<file path="src/rtl/spin_sampler_pkg.sv">
// Shared encodings for the spin sampler: FSM states, register field offsets,
// and the decoded form of a configuration write.
package spin_sampler_pkg;

    // FSM state encoding
    localparam logic [1:0] ST_IDLE   = 2'd0;
    localparam logic [1:0] ST_ARM    = 2'd1;
    localparam logic [1:0] ST_SAMPLE = 2'd2;
    localparam logic [1:0] ST_STORE  = 2'd3;

    // rdata field offsets
    localparam int RD_BUSY     = 31;
    localparam int RD_EMPTY    = 30;
    localparam int RD_FULL     = 29;
    localparam int RD_OVF      = 28;
    localparam int RD_ABT      = 27;
    localparam int RD_LVL_LSB  = 16;
    localparam int RD_HEAD_LSB = 0;

    // wdata field offsets
    localparam int WD_START    = 31;
    localparam int WD_NWIN_LSB = 16;
    localparam int WD_LEN_LSB  = 0;

    typedef struct packed {
        logic        start;
        logic [7:0]  n_windows;
        logic [15:0] window_len;
    } cfg_t;

    // Split a configuration write into its fields
    function automatic cfg_t decode_wdata(input logic [31:0] w);
        cfg_t c;
        c.start      = w[WD_START];
        c.n_windows  = w[WD_NWIN_LSB +: 8];
        c.window_len = w[WD_LEN_LSB +: 16];
        return c;
    endfunction

endpackage

</file>
<file path="src/rtl/spin_sampler_fifo.sv">
// Small synchronous FIFO holding per-window toggle counts. Flush has priority
// over push/pop; a push while full is accepted only if a pop frees a slot.
module sync_fifo #(
    parameter int DEPTH = 16,
    parameter int WIDTH = 16,
    parameter int LW    = $clog2(DEPTH) + 1
) (
    input  logic             clk,
    input  logic             rst,
    input  logic             flush,
    input  logic             push,
    input  logic [WIDTH-1:0] push_data,
    input  logic             pop,
    output logic             full,
    output logic             empty,
    output logic [LW-1:0]    level,
    output logic [WIDTH-1:0] head
);
    localparam int AW = $clog2(DEPTH);

    logic [WIDTH-1:0] mem [DEPTH];
    logic [AW-1:0]    wr_ptr, rd_ptr;
    logic [LW-1:0]    count;
    logic             do_push, do_pop;

    assign empty   = (count == '0);
    assign full    = (count == LW'(DEPTH));
    assign do_pop  = pop && !empty;
    assign do_push = push && (!full || do_pop);
    assign level   = count;
    assign head    = empty ? '0 : mem[rd_ptr];

    // Pointer and occupancy bookkeeping
    always_ff @(posedge clk) begin
        if (rst || flush) begin
            wr_ptr <= '0;
            rd_ptr <= '0;
            count  <= '0;
        end else begin
            if (do_push) wr_ptr <= wr_ptr + 1'b1;
            if (do_pop)  rd_ptr <= rd_ptr + 1'b1;
            count <= count + LW'(do_push) - LW'(do_pop);
        end
    end

    // Storage array, no reset needed since reads are gated by empty
    always_ff @(posedge clk) begin
        if (do_push && !(rst || flush)) mem[wr_ptr] <= push_data;
    end

endmodule

</file>
<file path="src/rtl/spin_sampler.sv">
// Samples an asynchronous ring output, counts toggles over programmable
// windows and queues one count per window for readout over the register path.
module spin_sampler
    import spin_sampler_pkg::*;
#(
    parameter int SYNC_STAGES = 2,
    parameter int FIFO_DEPTH  = 16,
    parameter int CNT_W       = 16
) (
    input  logic        clk,
    input  logic        axi_rst,
    input  logic        din,
    input  logic        ising_rstn,
    input  logic        wready,
    input  logic        wr_addr_match,
    input  logic [31:0] wdata,
    input  logic        rd_pop,
    output logic [31:0] rdata,
    output logic        busy
);
    localparam int LW = $clog2(FIFO_DEPTH) + 1;
    localparam logic [CNT_W-1:0] CNT_MAX = '1;

    (* ASYNC_REG = "TRUE" *) logic [SYNC_STAGES-1:0] din_sync;
    (* ASYNC_REG = "TRUE" *) logic [SYNC_STAGES-1:0] rstn_sync;
    logic din_prev;
    logic din_s, run, toggle;

    logic [1:0]       state;
    logic [15:0]      len_q, wcnt;
    logic [7:0]       left_q;
    logic [CNT_W-1:0] tcnt;
    logic             ovf, abt;

    logic             wr, start_ok, push, ovf_set;
    logic             fifo_full, fifo_empty;
    logic [LW-1:0]    fifo_level;
    logic [15:0]      fifo_head;
    cfg_t             cfg;
    logic             unused_wdata;

    assign din_s  = din_sync[SYNC_STAGES-1];
    assign run    = rstn_sync[SYNC_STAGES-1];
    assign toggle = din_s ^ din_prev;

    assign wr       = wready && wr_addr_match;
    assign cfg      = decode_wdata(wdata);
    assign start_ok = cfg.start && (cfg.window_len != '0) && (cfg.n_windows != '0);
    assign unused_wdata = ^wdata[30:24];

    // A store cycle pushes only if the ring is still running and no write
    // is flushing the queue in the same cycle
    assign push    = (state == ST_STORE) && run && !wr;
    assign ovf_set = push && fifo_full && !(rd_pop && !fifo_empty);
    assign busy    = (state != ST_IDLE);

    // Bring din and the anneal enable into the clk domain, plus edge history
    always_ff @(posedge clk) begin
        if (axi_rst) begin
            din_sync  <= '0;
            rstn_sync <= '0;
            din_prev  <= 1'b0;
        end else begin
            din_sync  <= {din_sync[SYNC_STAGES-2:0], din};
            rstn_sync <= {rstn_sync[SYNC_STAGES-2:0], ising_rstn};
            din_prev  <= din_s;
        end
    end

    // Window sequencing, toggle counting and sticky status flags
    always_ff @(posedge clk) begin
        if (axi_rst) begin
            state  <= ST_IDLE;
            len_q  <= '0;
            left_q <= '0;
            wcnt   <= '0;
            tcnt   <= '0;
            ovf    <= 1'b0;
            abt    <= 1'b0;
        end else if (wr) begin
            ovf  <= 1'b0;
            abt  <= 1'b0;
            wcnt <= '0;
            tcnt <= '0;
            if (start_ok) begin
                state  <= ST_ARM;
                len_q  <= cfg.window_len;
                left_q <= cfg.n_windows;
            end else begin
                state <= ST_IDLE;
            end
        end else begin
            if (ovf_set) ovf <= 1'b1;
            case (state)
                ST_ARM: begin
                    if (run) begin
                        state <= ST_SAMPLE;
                        wcnt  <= '0;
                        tcnt  <= '0;
                    end
                end
                ST_SAMPLE: begin
                    if (!run) begin
                        abt   <= 1'b1;
                        state <= ST_IDLE;
                    end else begin
                        if (toggle && tcnt != CNT_MAX) tcnt <= tcnt + 1'b1;
                        if (wcnt == len_q - 16'd1) state <= ST_STORE;
                        else                       wcnt  <= wcnt + 16'd1;
                    end
                end
                ST_STORE: begin
                    if (!run) begin
                        abt   <= 1'b1;
                        state <= ST_IDLE;
                    end else begin
                        tcnt   <= '0;
                        wcnt   <= '0;
                        left_q <= left_q - 8'd1;
                        state  <= (left_q == 8'd1) ? ST_IDLE : ST_SAMPLE;
                    end
                end
                default: ;
            endcase
        end
    end

    sync_fifo #(
        .DEPTH (FIFO_DEPTH),
        .WIDTH (16),
        .LW    (LW)
    ) u_fifo (
        .clk       (clk),
        .rst       (axi_rst),
        .flush     (wr),
        .push      (push),
        .push_data (16'(tcnt)),
        .pop       (rd_pop),
        .full      (fifo_full),
        .empty     (fifo_empty),
        .level     (fifo_level),
        .head      (fifo_head)
    );

    // Status / head word assembled from registered state
    always_comb begin
        rdata = '0;
        rdata[RD_BUSY]               = busy;
        rdata[RD_EMPTY]              = fifo_empty;
        rdata[RD_FULL]               = fifo_full;
        rdata[RD_OVF]                = ovf;
        rdata[RD_ABT]                = abt;
        rdata[RD_LVL_LSB +: 8]       = 8'(fifo_level);
        rdata[RD_HEAD_LSB +: 16]     = fifo_head;
    end

endmodule

</file>
<file path="config.mk">
export PLATFORM = sky130hd
export DESIGN_NAME = spin_sampler
export DESIGN_NICKNAME = d
export VERILOG_FILES = /design/src/rtl/spin_sampler_pkg.sv /design/src/rtl/spin_sampler_fifo.sv /design/src/rtl/spin_sampler.sv
export SDC_FILE = /design/constraint.sdc
export NUM_CORES = 1
export LEC_CHECK = 0
export ABC_AREA = 1
export CELL_PAD_IN_SITES_DETAIL_PLACEMENT = 1
export CELL_PAD_IN_SITES_GLOBAL_PLACEMENT = 2
export CORE_MARGIN = 8
export CORE_UTILIZATION = 43
export DETAILED_ROUTE_END_ITERATION = 10
export PLACE_DENSITY_LB_ADDON = 0.25
export SETUP_SLACK_MARGIN = 0.15
export SLEW_MARGIN = 20
export SYNTH_ARGS = -nofsm -noshare
export SYNTH_HDL_FRONTEND = slang
export SYNTH_SLANG_ARGS = --single-unit
</file>
<file path="constraint.sdc">
create_clock -name clk -period 6.4 [get_ports clk]
set_input_delay 1.28 -clock clk [delete_from_list [all_inputs] [get_ports clk]]
set_output_delay 1.28 -clock clk [all_outputs]
set_load 0.005 [all_outputs]
</file>
==> qor.yml, run 1 <==
status: "complete, no violations"
grt_max_degree: 70
gp_congestion: 0.768
clk_latency_ps: 530
finalWirelength_um: 39300
path_clk_slew_ps: 50
fin_ws_ps: 1060
syn_to_final_growth_pct: 14.8
die_w_um: 201
place_ws_ps: 1530
nNetsFinal: 1517
cp_cell_sequence: "clkinv_2 > buf_4 > o21ai_0 > o22ai_1 > nor2_1 > nor2_1 > o21ai_0 > a21oi_1 > clkdlybuf4s50_1"
htreeDepth: 2
post-cts-setup-buffers: 0
maxSlewHeadroom: 0.242
fmax_ghz: 0.187
tightest_slew_ps: 1140
final.setup_skew_ps: 18.3
synth.most_common_cell: "edfxtp_1"
setup_viol: 0
portBuffers: 58
syn_inst: 1425
die_h_um: 201
synth-main-ff-cell: "edfxtp_1"
avgSynthCellArea_um2: 10.4
grt_overflow: 0
combPwrFrac: 0.185
path_buf_inv: 3
powerDensity_nw_per_um2: 325
p_leak_uw: 0.00594
cts_tree: "yes"
grt_antenna_before_repair: 0
async_flop_share: 0
power_switching_uw: 1540
path_class: "reg2out"
synth_top_cells_by_count: "edfxtp_1 (256), nor2_1 (253), o21ai_0 (180)"
cp_slowest_stage_delay_ps: 960
hold_viol: 0
core_um2: 34200
ys_warn_count: 0
viasPerCell: 5.45
ir_worst_vdd_v: 0.000189
ys_top_cells_by_area: "edfxtp_1 (52%), dfxtp_1 (11%), nor2_1 (6.4%), o21ai_0 (6.1%), nand2_1 (3.5%)"
arrival_ps: 4060
drive_above_1_share: 0.0826
hold_path.class: "reg2reg"
tns_ps: 0
diodes: 0
pin_count: 72
slew_viol_final: 0
yosysTopAreaCellShare: 0.520
worstSetupEndpointType: "primary output"
start_util: 0.432
crit_family: "buffers and inverters"
grt_usage: 0.192
utilization: 0.496
dieArea_um2: 40600
crit_fanout: 69
wl_per_cell_um: 20.2
cp.required_ps: 5120
numCtsBuffers: 37
num_rows: 68
clock_sinks: 338
synth.yosys.seq_area_share: 0.631
synth_edf_count: 256
switching_share: 0.278
place_hpwl_um: 24700
drv_cap: 0
cts-root-buf: "clkbuf_16"
ys_types: 46
yosys.area.top_type: "edfxtp_1"
drtIter0Drc: 604
firstDrtPassIters: 4
power.share.clock: 0.377
hold_buffers: 0
post-route-drc-count: 0
clock_path_buffers: 3
grt_pass1_wl_um: 62900
finalPower_uw: 5520
p_seq_frac: 0.438
synth_seq_cells: 338
syn_area_um2: 14800
num_vias: 10597
ant_nets: 0
finalCritPeriodShare: 0.834
slowest_stage: "clkinv_2"
cp-start-kind: "flip-flop"
cts_resized: 0
rsz0062_at_grt: "false"
grt_pass1_vias: 11352
whs_ps: 401
fin_crit_ps: 5340
p_int_uw: 3980
layer usage:
layer / up-vias / routed length (um) / track usage
li1: 5102 / - / -
met1: 5258 / 17500 / 0.243
met2: 191 / 19700 / 0.341
met3: 46 / 1550 / 0.0322
met4: 0 / 584 / 0.0397
met5: - / 0 / 0
per-stage QoR:
stage	cells	instance area (um2)
2_1_floorplan	1430	14800
3_3_place_gp	1877	15800
3_5_place_dp	1877	15800
4_1_cts	1944	17000
5_1_grt	1944	17000
6_report	1944	17000
layout make-up:
class | count | area (um2)
clock buffers | 58 | 1060
clock inverters | 9 | 128
multi-input cells | 915 | 4810
repair buffers | 80 | 746
inverters | 89 | 335
well taps | 455 | 569
flip-flops and latches | 338 | 9330
fillers | 3775 | 17200
power groups by stage:
stage | Combinational, uW | Sequential (uW) | Clock (uW)
finish | 1020 | 2420 | 2080
global route | 1140 | 2430 | 2210
CTS | 1040 | 2420 | 2130
detailed placement | 1030 | 2470 | 0
global placement | 997 | 2460 | 0
floorplan | 663 | 2420 | 0
sequential cells by signal, summed over array words and instances (netlist names), 4 cells and up, named ones only:
| signal | cells |
|---|---|
| tcnt | 16 |
| u_fifo.rd_ptr | 4 |
| wcnt | 16 |
| u_fifo.mem | 256 |
| left_q | 8 |
| u_fifo.level | 5 |
| len_q | 16 |
| u_fifo.wr_ptr | 4 |
cell usage in the layout (no fill, tap or decap), types with 6 or more instances in the layout:
| cell | instances |
|---|---|
| edfxtp_1 | 256 |
| nor2_1 | 247 |
| o21ai_0 | 180 |
| nand2_1 | 136 |
| inv_1 | 81 |
| dfxtp_1 | 80 |
| a21oi_1 | 66 |
| clkdlybuf4s50_1 | 58 |
| nand3_1 | 54 |
| o221ai_1 | 46 |
| clkbuf_16 | 38 |
| nand4_1 | 24 |
| buf_4 | 22 |
| xor2_1 | 20 |
| o22ai_1 | 18 |
| clkbuf_1 | 17 |
| ha_1 | 16 |
| xnor2_1 | 14 |
| nor2_2 | 13 |
| nor3_1 | 12 |
| nor4_1 | 9 |
| a21oi_2 | 9 |
| nor3_2 | 8 |
| conb_1 | 6 |
cell families after synthesis:
group / count (synthesis) / synth area share
AOI/OAI and AO/OA: 331 / 0.129
xor gates and xnor gates: 34 / 0.0201
adders and majority gates: 17 / 0.0149
buffers and inverters: 177 / 0.0489
DFF: 338 / 0.631
muxes: 3 / 0.00203
other: 1 / 0.000254
and+or+nand+nor: 524 / 0.154
path summary, 6_finish.rpt:
path,start,endpoint,cells past startpoint,slack (ps)
worst min-delay path,rstn_sync[0],rstn_sync[1],2,400
worst max-delay path,flip-flop,rdata[11],9,1060
worst min register to register,rstn_sync[0],rstn_sync[1],2,400
worst max register to register,state[0],u_fifo.mem[2][12],6,3000
worst min-delay path, delay by kind of cell (launching register included):
kind | cells | cell delay, ps
buf+inv | 1 | 40
flops | 1 | 290
simple gates | 1 | 30
Power figures use the tool's default switching activity.
==> run 2: changes to the inputs <==
--- a/config.mk
+++ b/config.mk
@@ -9,7 +9,7 @@
 export CELL_PAD_IN_SITES_DETAIL_PLACEMENT = 1
 export CELL_PAD_IN_SITES_GLOBAL_PLACEMENT = 2
 export CORE_MARGIN = 8
-export CORE_UTILIZATION = 43
+export CORE_UTILIZATION = 40
 export DETAILED_ROUTE_END_ITERATION = 10
 export PLACE_DENSITY_LB_ADDON = 0.25
 export SETUP_SLACK_MARGIN = 0.15
==> constraint.sdc (replaced) <==
create_clock -name clk -period 5.5 [get_ports clk]
set_input_delay 1.1 -clock clk [delete_from_list [all_inputs] [get_ports clk]]
set_output_delay 1.1 -clock clk [all_outputs]
set_load 0.005 [all_outputs]
==> run 2 against run 1 <==
  * Clock-buffer cell count is 8 lower
  * Via count is 1.7% higher
  * Sequential share of layout area is 0.41 points lower
  * Worst setup slack better by 200 ps
  * Largest cell class unchanged
  * Critical endpoint is now rdata[15]
  * Largest power group unchanged
  * Clock skew is 2.1 ps lower
  * Combinational power is 21% higher
  * Cell count is 1.2% higher
  * Clock power is 17% higher
  * Design area is 0.74% higher
  * Non-clock buffer count is 8 higher
  * Hold slack better by 6.0 ps
  * Sequential power is 16% higher
  * Critical path type unchanged
==> qor.yml, run 2 (synthesis gave the netlist of run 1 again) <==
numCtsBuffers: 38
hold_viol: 0
die_h_um: 208
arrival_ps: 3130
place_ws_ps: 1150
viasPerCell: 5.48
clock_sinks: 338
hold_path.class: "reg2reg"
post-cts-setup-buffers: 0
clk_latency_ps: 530
setup_viol: 0
maxSlewHeadroom: 0.439
placed_area_um2: 15900
powerDensity_nw_per_um2: 378
final_cell_mix: "edfxtp_1 (256), nor2_1 (245), o21ai_0 (180)"
fin_ws_ps: 1270
grt_pass1_wl_um: 63500
p_leak_uw: 0.00602
hp-start: "rstn_sync[0]"
grt_antenna_before_repair: 0
portBuffers: 58
met1_length_um: 18000
finalPower_uw: 6470
die_w_um: 208
p_int_uw: 4640
wl_per_cell_um: 20.6
grt_usage: 0.184
fin_crit_ps: 4230
worstReg2RegStart: "state[0]"
utilization: 0.468
num_vias: 10780
post-route-drc-count: 0
diodes: 0
cp.required_ps: 4400
crit_family: "buffers and inverters"
tns_ps: 0
p_seq_frac: 0.432
clock_path_buffers: 3
cts-root-buf: "clkbuf_16"
met2WireLength_um: 20600
slowest_stage: "clkdlybuf4s50_1"
path_clk_slew_ps: 60
core_um2: 36500
grt_max_degree: 127
power_switching_uw: 1830
ir_worst_vdd_v: 0.000225
grt_overflow: 0
firstDrtPassIters: 5
slew_viol_final: 0
final.setup_skew_ps: 16.2
cts_tree: "yes"
cts_resized: 0
start_util: 0.405
path_buf_inv: 4
finalWirelength_um: 40500
final_common_cell: "edfxtp_1"
place_hpwl_um: 24900
ant_nets: 0
htreeDepth: 2
pin_count: 72
rsz0062_at_grt: "false"
drive_above_1_share: 0.0927
num_rows: 70
cp_slowest_stage_delay_ps: 550
gp_congestion: 0.749
finalCritPeriodShare: 0.770
power.share.clock: 0.377
cp_cell_sequence: "buf_4 > clkinv_1 > buf_4 > o21ai_0 > o22ai_1 > nor2_1 > nor2_1 > o21ai_0 > a21oi_1 > clkdlybuf4s50_1"
grt_pass1_vias: 11318
cp-start-kind: "flip-flop"
wl_met3_um: 1290
syn_to_final_growth_pct: 15.7
nNetsFinal: 1526
largest_reg_flops: 256
combPwrFrac: 0.191
stdcell_area_um2: 17100
switching_share: 0.283
hold_buffers: 0
tightest_slew_ps: 841
status: "complete, no violations"
path_class: "reg2out"
drv_cap: 0
top_register: "u_fifo.mem"
worstSetupEndpointType: "primary output"
highest-signal-layer: "met4"
dieArea_um2: 43400
crit_fanout: 33
fmax_ghz: 0.236
drtIter0Drc: 518
==> run 2: cell types whose count changed in the layout (fill, tap and decap cells not counted), moves of 2 or more <==
cell       change
clkbuf_1       -9
clkinv_2       +8
clkbuf_16      +3
buf_12         +3
clkbuf_8       -2
nor2_1         -2
nor2_2         +2
buf_4          +5
clkinv_1       +6
==> run 2: routing by layer <==
| metal | vias up | track usage |
|---|---|---|
| met5 | - | 0 |
| met4 | 0 | 0.0472 |
| met3 | 49 | 0.0256 |
| met2 | 167 | 0.336 |
| met1 | 5445 | 0.224 |
| li1 | 5119 | - |
==> run 2: area by class of cell <==
cell class / count / area [um2]
Sequential cell: 338 / 9330
Timing Repair Buffer: 88 / 843
Clock inverter: 20 / 121
Fill cell: 3984 / 19400
Tap cell: 468 / 586
Clock buffer: 50 / 1070
Multi-Input combinational cell: 915 / 4820
Inverter: 89 / 335
==> run 2: final timing paths <==
check | end | slack [ps] | cells after the start
max | rdata[15] | 1270 | 10
min reg2reg | rstn_sync[1] | 410 | 2
max reg2reg | u_fifo.mem[9][5] | 2270 | 7
min | rstn_sync[1] | 410 | 2
==> run 2: power by group through the flow <==
stage | combinational, uW | clock [uW] | sequential [uW]
final | 1230 | 2440 | 2800
after global routing | 1380 | 2590 | 2800
after CTS | 1250 | 2500 | 2800
after detailed placement | 1240 | 0 | 2850
after global placement | 1210 | 0 | 2850
after floorplan | 772 | 0 | 2820
==> run 2: worst reg2reg max path, cell delays in order (launching register included) <==
cell and delay (ps):
dfxtp_1 870, nand2_1 220, nor3_1 360, nand2_1 230, nor2_1 240, inv_1 150, nor3_2 610, buf_12 250
==> run 2: through the flow <==
stage	hold WS, ps	std cells
after floorplan	388	1430
after global placement	402	1898
after detailed placement	404	1898
after CTS	413	1968
after global routing	437	1968
final	407	1968
